## src/rtl/uart_pkg.sv

```systemverilog
// Shared UART definitions: receiver FSM states, sample-point constants and
// the parity helper used by both the receiver and the transmitter.
package uart_pkg;

  typedef enum logic [2:0] {
    ST_IDLE,
    ST_START,
    ST_DATA,
    ST_PARITY,
    ST_STOP,
    ST_WAIT_IDLE
  } rx_state_t;

  localparam logic [3:0] SAMPLE_MID = 4'd7;
  localparam logic [3:0] SAMPLE_END = 4'd15;

  // Expected parity bit for a 7- or 8-bit payload.
  function automatic logic parity_calc(input logic [7:0] data,
                                       input logic       bit8,
                                       input logic       odd_n_even);
    logic p;
    p = ^data[6:0];
    if (bit8) p = p ^ data[7];
    return p ^ odd_n_even;
  endfunction

endpackage

```

## src/rtl/uart_rx_filter.sv

```systemverilog
// Serial line front end: metastability synchroniser followed by a 3-tap
// majority vote clocked by the 16x oversampling tick.
module uart_rx_filter #(
  parameter int SYNC_STAGES = 2
) (
  input  logic clk,
  input  logic reset,
  input  logic baud_en,
  input  logic rx_in,
  output logic rx_filt
);

  logic [SYNC_STAGES-1:0] sync_q;
  logic [2:0]             taps;

  always_ff @(posedge clk) begin
    if (reset) begin
      sync_q <= '1;
      taps   <= 3'b111;
    end else begin
      sync_q <= {sync_q[SYNC_STAGES-2:0], rx_in};
      if (baud_en) taps <= {taps[1:0], sync_q[SYNC_STAGES-1]};
    end
  end

  assign rx_filt = (taps[0] & taps[1]) | (taps[0] & taps[2]) | (taps[1] & taps[2]);

endmodule

```

## src/rtl/uart_rx_core.sv

```systemverilog
// UART receive engine: frames start/data/parity/stop from the filtered line
// and holds one byte with ready/parity/framing/overflow status.
module uart_rx_core
  import uart_pkg::*;
#(
  parameter int RX_LEGACY_MODE = 0,
  parameter int SYNC_STAGES    = 2
) (
  input  logic       clk,
  input  logic       reset,
  input  logic       baud_en,
  input  logic       rx_in,
  input  logic       bit8,
  input  logic       parity_en,
  input  logic       odd_n_even,
  input  logic       read_rx_byte,
  output logic [7:0] rx_data,
  output logic       rx_ready,
  output logic       parity_err,
  output logic       framing_err,
  output logic       overflow
);

  if (RX_LEGACY_MODE != 0) begin : g_bad_mode
    $error("uart_rx_core: RX_LEGACY_MODE is reserved and must be 0");
  end
  if (SYNC_STAGES != 2 && SYNC_STAGES != 3) begin : g_bad_sync
    $error("uart_rx_core: SYNC_STAGES must be 2 or 3");
  end

  logic rx_filt;

  uart_rx_filter #(.SYNC_STAGES(SYNC_STAGES)) u_filter (
    .clk     (clk),
    .reset   (reset),
    .baud_en (baud_en),
    .rx_in   (rx_in),
    .rx_filt (rx_filt)
  );

  rx_state_t  state, state_nxt;
  logic [3:0] cnt, cnt_nxt;
  logic [2:0] bitcnt, bitcnt_nxt;
  logic [7:0] shreg, shreg_nxt;
  logic       par_pend, par_pend_nxt;
  logic       done;

  always_ff @(posedge clk) begin
    if (reset) begin
      state    <= ST_IDLE;
      cnt      <= '0;
      bitcnt   <= '0;
      shreg    <= '0;
      par_pend <= 1'b0;
    end else begin
      state    <= state_nxt;
      cnt      <= cnt_nxt;
      bitcnt   <= bitcnt_nxt;
      shreg    <= shreg_nxt;
      par_pend <= par_pend_nxt;
    end
  end

  always_comb begin
    state_nxt    = state;
    cnt_nxt      = cnt;
    bitcnt_nxt   = bitcnt;
    shreg_nxt    = shreg;
    par_pend_nxt = par_pend;
    done         = 1'b0;
    if (baud_en) begin
      cnt_nxt = cnt + 4'd1;
      case (state)
        ST_IDLE: begin
          if (!rx_filt) begin
            state_nxt = ST_START;
            cnt_nxt   = '0;
          end
        end
        ST_START: begin
          if (cnt == SAMPLE_MID) begin
            cnt_nxt = '0;
            if (!rx_filt) begin
              state_nxt    = ST_DATA;
              bitcnt_nxt   = '0;
              shreg_nxt    = '0;  // keeps bit 7 clear in 7-bit mode
              par_pend_nxt = 1'b0;
            end else begin
              state_nxt = ST_IDLE;
            end
          end
        end
        ST_DATA: begin
          if (cnt == SAMPLE_END) begin
            shreg_nxt[bitcnt] = rx_filt;
            bitcnt_nxt        = bitcnt + 3'd1;
            if (bitcnt == (bit8 ? 3'd7 : 3'd6))
              state_nxt = parity_en ? ST_PARITY : ST_STOP;
          end
        end
        ST_PARITY: begin
          if (cnt == SAMPLE_END) begin
            par_pend_nxt = rx_filt ^ parity_calc(shreg, bit8, odd_n_even);
            state_nxt    = ST_STOP;
          end
        end
        ST_STOP: begin
          if (cnt == SAMPLE_END) begin
            done      = 1'b1;
            state_nxt = rx_filt ? ST_IDLE : ST_WAIT_IDLE;
          end
        end
        ST_WAIT_IDLE: begin
          if (rx_filt) state_nxt = ST_IDLE;
        end
        default: state_nxt = ST_IDLE;
      endcase
    end
  end

  // A completing byte wins over a same-cycle read: it is accepted and the
  // read's overflow clear still applies.
  always_ff @(posedge clk) begin
    if (reset) begin
      rx_data     <= '0;
      rx_ready    <= 1'b0;
      parity_err  <= 1'b0;
      framing_err <= 1'b0;
      overflow    <= 1'b0;
    end else if (done) begin
      if (!rx_ready || read_rx_byte) begin
        rx_data     <= shreg;
        rx_ready    <= 1'b1;
        parity_err  <= par_pend;
        framing_err <= ~rx_filt;
        overflow    <= 1'b0;
      end else begin
        overflow <= 1'b1;
      end
    end else if (read_rx_byte) begin
      rx_ready <= 1'b0;
      overflow <= 1'b0;
    end
  end

endmodule
```

## config.mk

```make
export PLATFORM = sky130hd
export DESIGN_NAME = uart_rx_core
export DESIGN_NICKNAME = d
export VERILOG_FILES = /design/src/rtl/uart_pkg.sv /design/src/rtl/uart_rx_filter.sv /design/src/rtl/uart_rx_core.sv
export SDC_FILE = /design/constraint.sdc
export NUM_CORES = 1
export LEC_CHECK = 0
export CAP_MARGIN = 5
export CORE_ASPECT_RATIO = 0.6
export CORE_MARGIN = 4
export CORE_UTILIZATION = 25
export DETAILED_ROUTE_END_ITERATION = 10
export PLACE_DENSITY_LB_ADDON = 0.12
export SETUP_SLACK_MARGIN = 0.2
export SLEW_MARGIN = 20
export SYNTH_ARGS = -nofsm -noshare
export SYNTH_HDL_FRONTEND = slang
export SYNTH_SLANG_ARGS = --single-unit
```

## constraint.sdc

```tcl
create_clock -name clk -period 1.7 [get_ports clk]
set_input_delay 0.34 -clock clk [delete_from_list [all_inputs] [get_ports clk]]
set_output_delay 0.34 -clock clk [all_outputs]
set_load 0.1 [all_outputs]
```

==> results.md, run 1 <==
- In this run the number of H-tree levels came out at 2.
- In this run the worst path has a maximum fanout of 8.
- The cell area that synthesis handed to floorplanning was 0.00181 sq mm.
- Dividing the detail-routed via count by the number of cells gives 4.71.
- The wire length of the first global-routing pass is 8.76 mm.
- For this run, design rule violations remaining after detail routing come to 0.
- The analysis attributes to cell leakage a power of 1.14 nW.
- Ranked by total cell area, the synthesized netlist is headed by dfxtp_1 (40%), mux2i_1 (6.6%), a21oi_1 (5.0%), xnor2_1 (4.4%), nand2_1 (3.7%).
- During I/O placement, the number of pins put on the boundary was 20.
- The portion of synthesized cell area occupied by the leading cell type is 0.398.
- The detail route stage leaves a number of antenna-violating nets equal to 0.
- The cell accounting for the most synthesized area is dfxtp_1.
- The run finished, with violations left.
- The clock-pin transition on the worst setup and hold timing paths is approximately 60 ps.
- The endpoint required time on the critical path is 1900 ps.
- The max-slew violation count is 0.
- The final net count is 289.
- The netlist uses 47 different library cells.
- The number of CTS-inserted buffers is 5.
- The smallest clock period supported by the final layout is computed as 1780 ps.
- The tree built by TritonCTS fans out to 36 sinks.
- The number of nets handed over by synthesis was 220.
- The die outline area is between 0.008 and 0.009 sq mm.
- The detailed-routing iteration count for the pre-antenna-repair pass is 4.
- The number of antenna diodes in the final layout is 0.
- The width of the chip is roughly 120 um.
- Setup repair after global routing could not meet its margin everywhere.
- The cell area power density is 723 mW/mm^2.
- The worst hold path belongs to the class flop to flop.
- The worst setup path is of the flop to flop kind.
- In this run, synthesis produced a sequential element count of 36.
- The detailed router finished its first iteration with 79 violations.
- The aggregate routed wire length is 5.19 mm.
- Of the cells placed in the final design, the portion with a size suffix greater than 1 is 0.461.
- At the worst endpoint, the arrival time is 1980 ps.
- In the final routed layout, each cell accounts on average for around 14 um.
- The yosys synthesis warning count is 0.
- Counting the fill cells in the layout gives 652.
- The mean post-synth cell area is 8.63 sq um.
- The worst pin sits at a relative slew slack of 0.673.
- The count of vias placed by the detailed router is 1728.
- The post-route worst setup slack is -77.1 ps.
- Setup violations remaining at the end of the flow were counted as 9.
- The commonest register cell after synthesis is dfxtp_1.
- The slew of the pin with the lowest slew margin is between 400 and 500 ps.
- In the synthesized netlist the async set-or-reset flop fraction comes to 0.
- The fraction of the yosys area taken by sequential cells is 0.398.
- For this run, the share of the core covered by cells in the final layout is 0.449.
- STA classifies the critical path startpoint as a flop.
- TritonCTS built the clock tree.
- The number of antenna violations at the first check in global routing is 0.
- After detailed placement, the design holds a cell count of between 300 and 400.
- In this run the tool buffered the top-level ports with 19 buffer cells.
- The pin count of the biggest net entering global routing is 16.
- The peak supply drop is 0.000326 V.
- The highest achievable clock rate is 0.563 GHz.
- The area of the core region is 0.00685 sq mm.
- The cell count after synthesis came out at 210.
- The final design instance area without fill is 0.00308 sq mm.
- In the global route stage, overall resource usage came out at 0.126.
- The floorplan die height is 73.9 um.
- Across the routed clock network, the largest skew measured is around 4.8 ps.
- The final hold violation count is 0.
- The number of global-route vias before repair came to 1730.
- The HPWL after detailed placement is 3.76 mm.
- The worst-skew pair later-pin latency is between 200 and 300 ps.
- The standard-cell row count is 23.
- Compared with the post-synthesis result, the final layout area differs by 69.8%.
- Summed over all layers, the global routing overflow is 0.
- After detailed placement, the total cell area comes to 0.00259 sq mm.
- Of the available clock period, the critical path in the final layout requires 1.05.
- The number of violations of the max-capacitance limit is 0.
- The synthesized design contains 0 enable-type register cells.
- At the end of routability-driven placement, the weighted congestion stood at 0.797.
- The starting utilization of the core area is 0.265.
- Excluding fillers, the count of instances in the completed layout stands at roughly 370.
- The longest clock path from root to sink contains 2 buffers.
- In this run the clock root is driven by a clkbuf_16.
- The final reports fail on negative setup slack.
- STA classifies the critical path endpoint as a flop.
[worst paths after layout]
check | depth (start not counted) | startpoint | slack (ps) | endpoint
max | 6 | cnt[0] | -80 | shreg[3]
min | 1 | u_filter.sync_q[0] | 410 | u_filter.sync_q[1]
max reg2reg | 6 | cnt[0] | -80 | shreg[3]
min reg2reg | 1 | u_filter.sync_q[0] | 410 | u_filter.sync_q[1]
[flip-flops by register name, indices dropped and copies added (netlist names)]
| name | flops |
|---|---|
| rx_ready | 1 |
| framing_err | 1 |
| shreg | 8 |
| cnt | 4 |
| par_pend | 1 |
| u_filter.taps | 3 |
| state | 3 |
| rx_data | 8 |
| overflow | 1 |
| parity_err | 1 |
| u_filter.sync_q | 2 |
| bitcnt | 3 |
[worst max-delay path, cell delays in order (launching register included)]
cell and delay, ps:
dfxtp_2 330, ha_4 170, and3b_2 270, o21a_4 250
a31oi_4 360, a22oi_1 150, a21oi_1 160
[cell usage in the layout, fill, tap and decap left out, types with 4 or more instances in the layout]
| cell type | synthesis | final |
|---|---|---|
| a211o_1 | 4 | 4 |
| a21oi_1 | 18 | 11 |
| a21oi_2 | 1 | 8 |
| a22oi_2 | 0 | 5 |
| buf_12 | 0 | 14 |
| buf_4 | 1 | 45 |
| buf_6 | 1 | 6 |
| clkbuf_16 | 0 | 5 |
| clkdlybuf4s50_1 | 0 | 5 |
| dfxtp_1 | 36 | 28 |
| dfxtp_2 | 0 | 8 |
| inv_1 | 5 | 5 |
| mux2i_1 | 12 | 12 |
| nand2_1 | 18 | 16 |
| nand3_1 | 8 | 8 |
| nand3b_1 | 4 | 4 |
| nor2_1 | 17 | 16 |
| nor2b_1 | 6 | 5 |
| xnor2_1 | 9 | 7 |
[timing repair]
item | CTS | global route
resized for setup | 38 | 21
buffers inserted | 9 | 1
hold buffers | 0 | 0
pin swaps | 11 | 19
endpoints found under the setup margin | 29 | 30
[cells in the mapped netlist, types with 4 or more instances]
cell	instances
inv_1	5
nand3b_1	4
a211o_1	4
nor2_1	17
mux2i_1	12
dfxtp_1	36
and2_1	4
nor3_1	4
xnor2_1	9
nand2b_1	4
nor2b_1	6
clkbuf_1	6
nand3_1	8
o21ai_0	6
a21oi_1	18
a22oi_1	6
nand2_1	18
[kinds of logic (layout without fill, tap and decap cells)]
kind of cell,Yosys count,count (layout),share of synthesized area
adder cells (fa/ha/maj),3,3,0.0200
buffers and inverters,15,85,0.0387
AO/OA/AOI/OAI,51,51,0.186
AND/OR/NAND/NOR,82,82,0.237
XOR/XNOR,10,10,0.0483
multiplexers,13,13,0.0725
flip-flops,36,36,0.398
[cell type report]
class | count | area (sq um) | share of cell area
Multi-Input combinational cell | 159 | 1300 | 0.421
Timing Repair Buffer | 72 | 753 | 0.245
Sequential cell | 36 | 731 | 0.238
Clock buffer | 5 | 125 | 0.0407
Tap cell | 87 | 109 | 0.0354
Clock inverter | 3 | 42.5 | 0.0138
Inverter | 5 | 18.8 | 0.00610
[per-stage QoR]
step | hold WS [ps] | setup TNS [ps] | total power, mW | setup WS [ps]
floorplan | 389 | 0 | 1.01 | 32.9
global placement | 395 | -5680 | 1.14 | -363
detailed placement | 395 | -6200 | 1.13 | -371
CTS | 409 | -32.0 | 2.22 | -13.5
global route | 435 | -2000 | 2.31 | -147
finish | 409 | -339 | 2.22 | -77.1
[power breakdown]
| part | internal (mW) | switching [mW] |
|---|---|---|
| registers | 0.861 | 0.0140 |
| logic | 0.158 | 0.144 |
| clock network | 0.688 | 0.359 |
[layer usage]
metal  GRT usage  vias up  wire [um]  part of all wire
li1            -      891          -                 -
met1       0.195      812       3090              0.59
met2       0.175       21       1940              0.37
met3      0.0319        4        144             0.028
met4      0.0273        0         27            0.0052
met5           0        -          0                 0
No activity file was read; power rests on OpenSTA's default activity.
==> run 2, diff against run 1 <==
Settings changed: CAP_MARGIN 5 to 10.
Clock period 1.7 ns to 1.8 ns, I/O delays scaled along.
==> run 2 against run 1 <==
The run now ends clean. Sequential cell count stayed put. Clock-buffer cell count unchanged. First-iteration DRC count grew 46%. Combinational power down 6%. Core utilization is 0.53 points lower. Register-to-register slack better by 170 ps. Worst hold slack lost 1.6 ps. Wire length increased by 2.7%. Design area is 1.2% lower. Non-clock buffer count up 6.
==> results.md, run 2 (same netlist as run 1, synthesis figures left out) <==
- The run finished with clean final reports.
- The worst hold path stage count came to 1 (unchanged).
- The setup TNS came to 0 ps (+339 ps).
- The remaining routing DRC violations is 0 (unchanged).
- The HPWL after detailed placement came to 3.62 mm (-3.5%).
- The number of buffers added to fix hold violations after cts is 0 (unchanged).
- The count of nets left with antenna violations after detail routing is 0 (unchanged).
- The final global-route overflow total is 0 (unchanged).
- The standard-cell row count came to 23 (unchanged).
- The final critical-path share of the clock period came to 0.948 (-0.0973).
- The worst-skew pair later-pin latency is 280 ps (about the same).
- The cell area power density came to 692 mW/mm^2 (-4.4%).
- The max-slew violation count is 0 (unchanged).
- The biggest fanout along the worst timing path was 4 (-4).
- The floorplan die height was 73.9 um (unchanged).
- Setup repair after global routing could not meet its margin everywhere.
- The antenna diode count came to 0 (unchanged).
- The proportion of layout cells with a drive suffix above 1 is 0.427 (-0.0341).
- The final design instance area without fill is 0.00304 sq mm (-1.2%).
- The number of global-route vias before repair is 1667 (-3.6%).
- The worst hold path belongs to the class flop to flop.
- The detailed-routing iteration count for the pre-antenna-repair pass is 4 (unchanged).
- The overall power consumption is 2.10 mW (-5.5%).
- The number of top-level pins came to 20 (unchanged).
- The area of the core region was 0.00685 sq mm (unchanged).
- TritonCTS built the clock tree.
- The largest registers in the layout are rx_data x8, shreg x8, cnt x4.
- The violation count after the first detailed-route iteration is 115 (+46%).
- The global routing usage summed across all routing layers is 0.128 (+0.00181).
- The deepest level of the CTS H-tree is 2 (unchanged).
- The leading cell type in the layout, fill and taps excluded is buf_4.
- The utilization after layout is 0.444 (-0.00530).
- The final net count is 295 (+2.1%).
- The category of the critical setup timing path is flop to flop.
- The leakage power of the design came to 1.17 nW (+2.3%).
- The worst slew slack as a fraction of its limit is 0.693 (+0.0201).
- The critical hold path startpoint is u_filter.sync_q[0].
- The worst-case hold slack came to 408 ps (-1.65 ps).
- The number of fill cells was 667 (+2.3%).
- STA classifies the critical path startpoint as a flop.
- In the layout the commonest cells are buf_4 (52), dfxtp_1 (28), nand2_1 (17), a21oi_1 (16), nor2_1 (15).
- The instance count after placement with tap cells included is 341 (-2.3%).
- The mean routed wirelength per cell was 14.3 um (+1.0%).
- The endpoint required time on the critical path is 1990 ps (+90 ps).
- The number of CTS-inserted buffers came to 5 (unchanged).
- The clock-pin transition on the worst setup and hold timing paths is 60 ps (about the same).
- The post-layout minimum cycle time is 1710 ps (-70.6 ps).
- The pin count of the biggest net entering global routing is 16 (unchanged).
- The wire length of the first global-routing pass came to 8.74 mm (-0.24%).
- The reg2reg setup slack is 90 ps (+170 ps).
- The number of antenna violations at the first check in global routing is 0 (unchanged).
- The area after detailed placement came to 0.00251 sq mm (-3.4%).
- The final hold violation count is 0 (unchanged).
- The root buffer cell chosen for the clock tree is clkbuf_16.
- The post-route worst setup slack is 93.4 ps (+171 ps).
- The count of vias placed by the detailed router is 1762 (+2.0%).
- The sink count of the clock tree was 36 (unchanged).
- The starting utilization of the core area came to 0.265 (unchanged).
- The endpoint class of the critical path is a flop.
- The data arrival time of the critical path is 1900 ps (-80 ps).
- The aggregate routed wire length is 5.33 mm (+2.7%).
- The relative area change from synthesis to final layout is 67.7%.
- The combined flip-flop and latch cell area was 733 sq um (+0.34%).
- The highest achievable clock rate came to 0.586 GHz (+4.1%).
- The die outline area is 0.00872 sq mm (unchanged).
- The depth of the worst register-to-register path is 8 (+2).
- The maximum count of clock buffers along a single path is 2 (unchanged).
- The final weighted congestion of routability-driven global placement is 0.788 (-1.1%).
- In this run the critical register-to-register path is launched from cnt[0].
- The clock tree skew after final layout is 3.19 ps (-1.65 ps).
- The critical path starts at cnt[0].
- The setup violation total in the final timing report was 0 (-9).
- The count of buffers inserted at the top-level ports is 19 (unchanged).
- The endpoint of the lowest-slack register-to-register path is state[0].
- The vias per cell came to 4.72 (+0.33%).
- The multi-input logic area is 0.00121 sq mm (-6.5%).
- The final instance count without filler cells is 373 (+1.6%).
- The end of the worst hold path is u_filter.sync_q[1].
- The number of violations of the max-capacitance limit is 0 (unchanged).
- The width of the chip came to 118 um (unchanged).
- The slew of the pin with the lowest slew margin came to 457 ps (-32.4 ps).
- The pre-CTS setup slack is -299 ps (+71.9 ps).
- The peak supply drop is 0.000282 V (-13%).
==> run 2: changes by cell type in the layout (fill, tap and decap cells not counted), sizes merged <==
cell          previous run  this run
dlygate4sd2              2         1
buf                     65        71
dlymetal6s2s             0         1
==> run 2: worst max-delay path, stage by stage, from the launching register on <==
cell and delay, ps:
dfxtp_4 350, ha_4 170, and3b_2 260, nor3_2 200
a211oi_2 80, buf_4 160, buf_4 130, o31a_1 90
o31ai_1 190
==> run 2: cell type report <==
class                   instances  area share
inverters                       5     0.00618
clock buffers                   5      0.0412
clock inverters                 3      0.0140
multi-input cells             159       0.399
flip-flops and latches         36       0.241
well taps                      87      0.0358
repair buffers                 78       0.263
==> run 2: repair_timing <==
item | 4_1_cts | 5_1_grt
buffers inserted | 13 | 11
resized for setup | 31 | 14
pin swaps | 6 | 11
setup endpoints to repair | 25 | 29
hold endpoints to repair | 0 | 0
==> run 2: worst max path at each step <==
stage | end | slack, ps | cells after the start
after floorplan | rx_data[1] | 130 | 8
after global placement | shreg[7] | -280 | 6
after detailed placement | shreg[7] | -300 | 6
after CTS | shreg[7] | 90 | 5
after global routing | state[2] | 2 | 7
final | state[0] | 90 | 8
==> run 2: routing by layer <==
metal  wire length (um)  vias up  GRT usage
li1                   -      904          -
met1               2970      826      0.189
met2               2120       24      0.180
met3                172        8     0.0334
met4                 65        0     0.0429
met5                  0        -          0
==> run 2: report_power, final <==
group | switching (mW) | leakage [nW] | total, mW | internal (mW)
registers | 0.0102 | 0.294 | 0.823 | 0.813
clock network | 0.346 | 0.0798 | 0.996 | 0.650
logic | 0.134 | 0.792 | 0.283 | 0.149
==> run 3, diff against run 2 <==
Settings changed: CTS_BUF_LIST from default to sky130_fd_sc_hd__clkbuf_8.
==> run 3 against run 2 <==
Final cell count down 2.7%. First-iteration DRC count down 38%. Global-route usage down 0.58 points. Sequential cell count unchanged. Critical path depth down 2. Critical path type unchanged. Highest routed layer unchanged.
==> results.md, run 3 (same netlist as run 1, synthesis figures left out) <==
- The flow ran to the end, and the final reports show no timing, DRC or antenna violations.
- The clock tree from TritonCTS is built.
- The die outline area is 0.00872 sq mm (unchanged).
- The peak supply drop was 0.000259 V (-8.2%).
- The worst-skew pair later-pin latency is 290 ps (about the same).
- The count of vias placed by the detailed router is 1717 (-2.6%).
- The proportion of layout cells with a drive suffix above 1 was 0.391 (-0.0353).
- The endpoint identified for the worst register-to-register timing path is shreg[6].
- The launching point of the worst reg2reg path is cnt[0].
- The data arrival time of the critical path came to 1900 ps (about the same).
- The clock-pin transition on the worst setup and hold timing paths was 80 ps (+20 ps).
- The kind of path behind the tightest hold check is flop to flop.
- The area after detailed placement is 0.00251 sq mm (unchanged).
- The global routing usage summed across all routing layers is 0.122 (-0.00582).
- The mean routed wirelength per cell is 13.9 um (-2.6%).
- The remaining routing DRC violations was 0 (unchanged).
- The number of top-level pins is 20 (unchanged).
- The worst-case hold slack is 414 ps (+6.09 ps).
- The depth of the worst register-to-register path came to 6 (-2).
- The category of the critical setup timing path is flop to flop.
- The overall power consumption is 1.80 mW (-14%).
- The combined flip-flop and latch cell area came to 733 sq um (unchanged).
- The startpoint kind of the worst setup timing path is a flop.
- The final critical-path share of the clock period is 0.950 (+0.00234).
- Setup repair after global routing could not meet its margin everywhere.
- The floorplan die height is 73.9 um (unchanged).
- The violation count after the first detailed-route iteration is 71 (-38%).
- The width of the chip is 118 um (unchanged).
- The deepest level of the CTS H-tree came to 2 (unchanged).
- The number of antenna violations at the first check in global routing is 0 (unchanged).
- The number of CTS-inserted buffers is 5 (unchanged).
- The cell area power density is 628 mW/mm^2 (-9.3%).
- The antenna diode count was 0 (unchanged).
- In the layout the commonest cells are buf_4 (43), dfxtp_1 (28), nand2_1 (18), a21oi_1 (17), nor2_1 (15).
- The aggregate routed wire length is 5.05 mm (-5.2%).
- The maximum count of clock buffers along a single path is 2 (unchanged).
- The number of fill cells was 688 (+3.1%).
- The worst slew slack as a fraction of its limit was 0.682 (-0.0104).
- The cell chosen for the clock root is clkbuf_8.
- The worst hold path terminates at u_filter.sync_q[1].
- The final hold violation count is 0 (unchanged).
- The highest achievable clock rate was 0.585 GHz (-0.25%).
- The number of violations of the max-capacitance limit is 0 (unchanged).
- The sink count of the clock tree is 36 (unchanged).
- The standard-cell row count is 23 (unchanged).
- The clock tree skew after final layout is 5.72 ps (+2.53 ps).
- The vias per cell is 4.73 (+0.13%).
- The setup violation total in the final timing report was 0 (unchanged).
- The number of global-route vias before repair is 1629 (-2.3%).
- The starting utilization of the core area came to 0.265 (unchanged).
- The startpoint identified for the worst hold timing path is u_filter.sync_q[0].
- The detailed-routing iteration count for the pre-antenna-repair pass is 4 (unchanged).
- The worst hold path stage count is 1 (unchanged).
- The count of buffers inserted at the top-level ports was 19 (unchanged).
- The final global-route overflow total came to 0 (unchanged).
- In the final layout, the registers with the most flip-flops are rx_data x8, shreg x8, cnt x4.
- The final design instance area without fill is 0.00287 sq mm (-5.4%).
- The reg2reg setup slack was 90 ps (about the same).
- The multi-input logic area is 0.00118 sq mm (-2.6%).
- The biggest fanout along the worst timing path is 6 (+2).
- The wire length of the first global-routing pass is 8.44 mm (-3.4%).
- The slew of the pin with the lowest slew margin is 472 ps (+15.5 ps).
- The final net count is 285 (-3.4%).
- The utilization after layout is 0.420 (-0.0241).
- The HPWL after detailed placement is 3.62 mm (unchanged).
- The library cell used most frequently in the layout, excluding fill and tap cells, is buf_4.
- The count of nets left with antenna violations after detail routing is 0 (unchanged).
- The area of the core region is 0.00685 sq mm (unchanged).
- The endpoint required time on the critical path was 1990 ps (about the same).
- The pin count of the biggest net entering global routing was 16 (unchanged).
- The setup TNS is 0 ps (unchanged).
- The relative area change from synthesis to final layout is 58.6%.
- The final weighted congestion of routability-driven global placement is 0.788 (unchanged).
- The endpoint class of the critical path is a flop.
- The leakage power of the design is 1.07 nW (-8.1%).
- The post-layout minimum cycle time is 1710 ps (+4.22 ps).
- The max-slew violation count is 0 (unchanged).
-- run 3: cell types whose count changed in the layout (fill, tap and decap cells not counted), moves of 2 or more --
cell,previous run,this run
clkbuf_16,5,0
buf_6,5,3
buf_4,52,43
clkbuf_8,0,5
-- run 3: worst max-delay path, stage by stage (launching register included) --
cell and delay, ps:
dfxtp_4 360, ha_4 170, and3b_2 250, o21a_2 260
nand4_1 110, mux2_2 320, and2_1 150
-- run 3: what timing repair did --
item                                    CTS  global route
endpoints found under the setup margin   25            29
resized for setup                        32             6
pin swaps                                 6             7
hold buffers                              0             0
setup buffers                            11             3
-- run 3: per-layer routing --
layer,routed length (um),global-route usage,vias up
li1,-,-,885
met1,2940,0.186,804
met2,1930,0.170,23
met3,146,0.0312,5
met4,35,0.0312,0
met5,0,0,-
-- run 3: through the flow --
step | std cells | setup slack, ps
finish | 363 | 89.2
floorplan | 210 | 130
global placement | 341 | -280
detailed placement | 341 | -299
CTS | 360 | 86.4
global route | 363 | 5.99
-- run 3: layout make-up --
type,instances,share of cell area
Inverter,5,0.00653
Clock buffer,5,0.0239
Multi-Input combinational cell,159,0.411
Sequential cell,36,0.255
Clock inverter,3,0.0148
Timing Repair Buffer,68,0.251
Tap cell,87,0.0379
-- run 3: report_power, final --
part | leakage [nW] | internal [mW] | switching, mW
sequential | 0.294 | 0.812 | 0.0108
clock | 0.0541 | 0.410 | 0.312
combinational | 0.723 | 0.133 | 0.127
total | 1.07 | 1.35 | 0.449
-- run 3: how the worst max path moves through the flow --
stage | startpoint | endpoint | slack, ps | cells after the start
final | cnt[0] | shreg[6] | 90 | 6
after global routing | cnt[0] | bitcnt[2] | 6 | 6
after CTS | u_filter.taps[2] | shreg[7] | 90 | 5
after detailed placement | baud_en | shreg[7] | -300 | 6
after global placement | baud_en | shreg[7] | -280 | 6
after floorplan | cnt[1] | rx_data[1] | 130 | 8
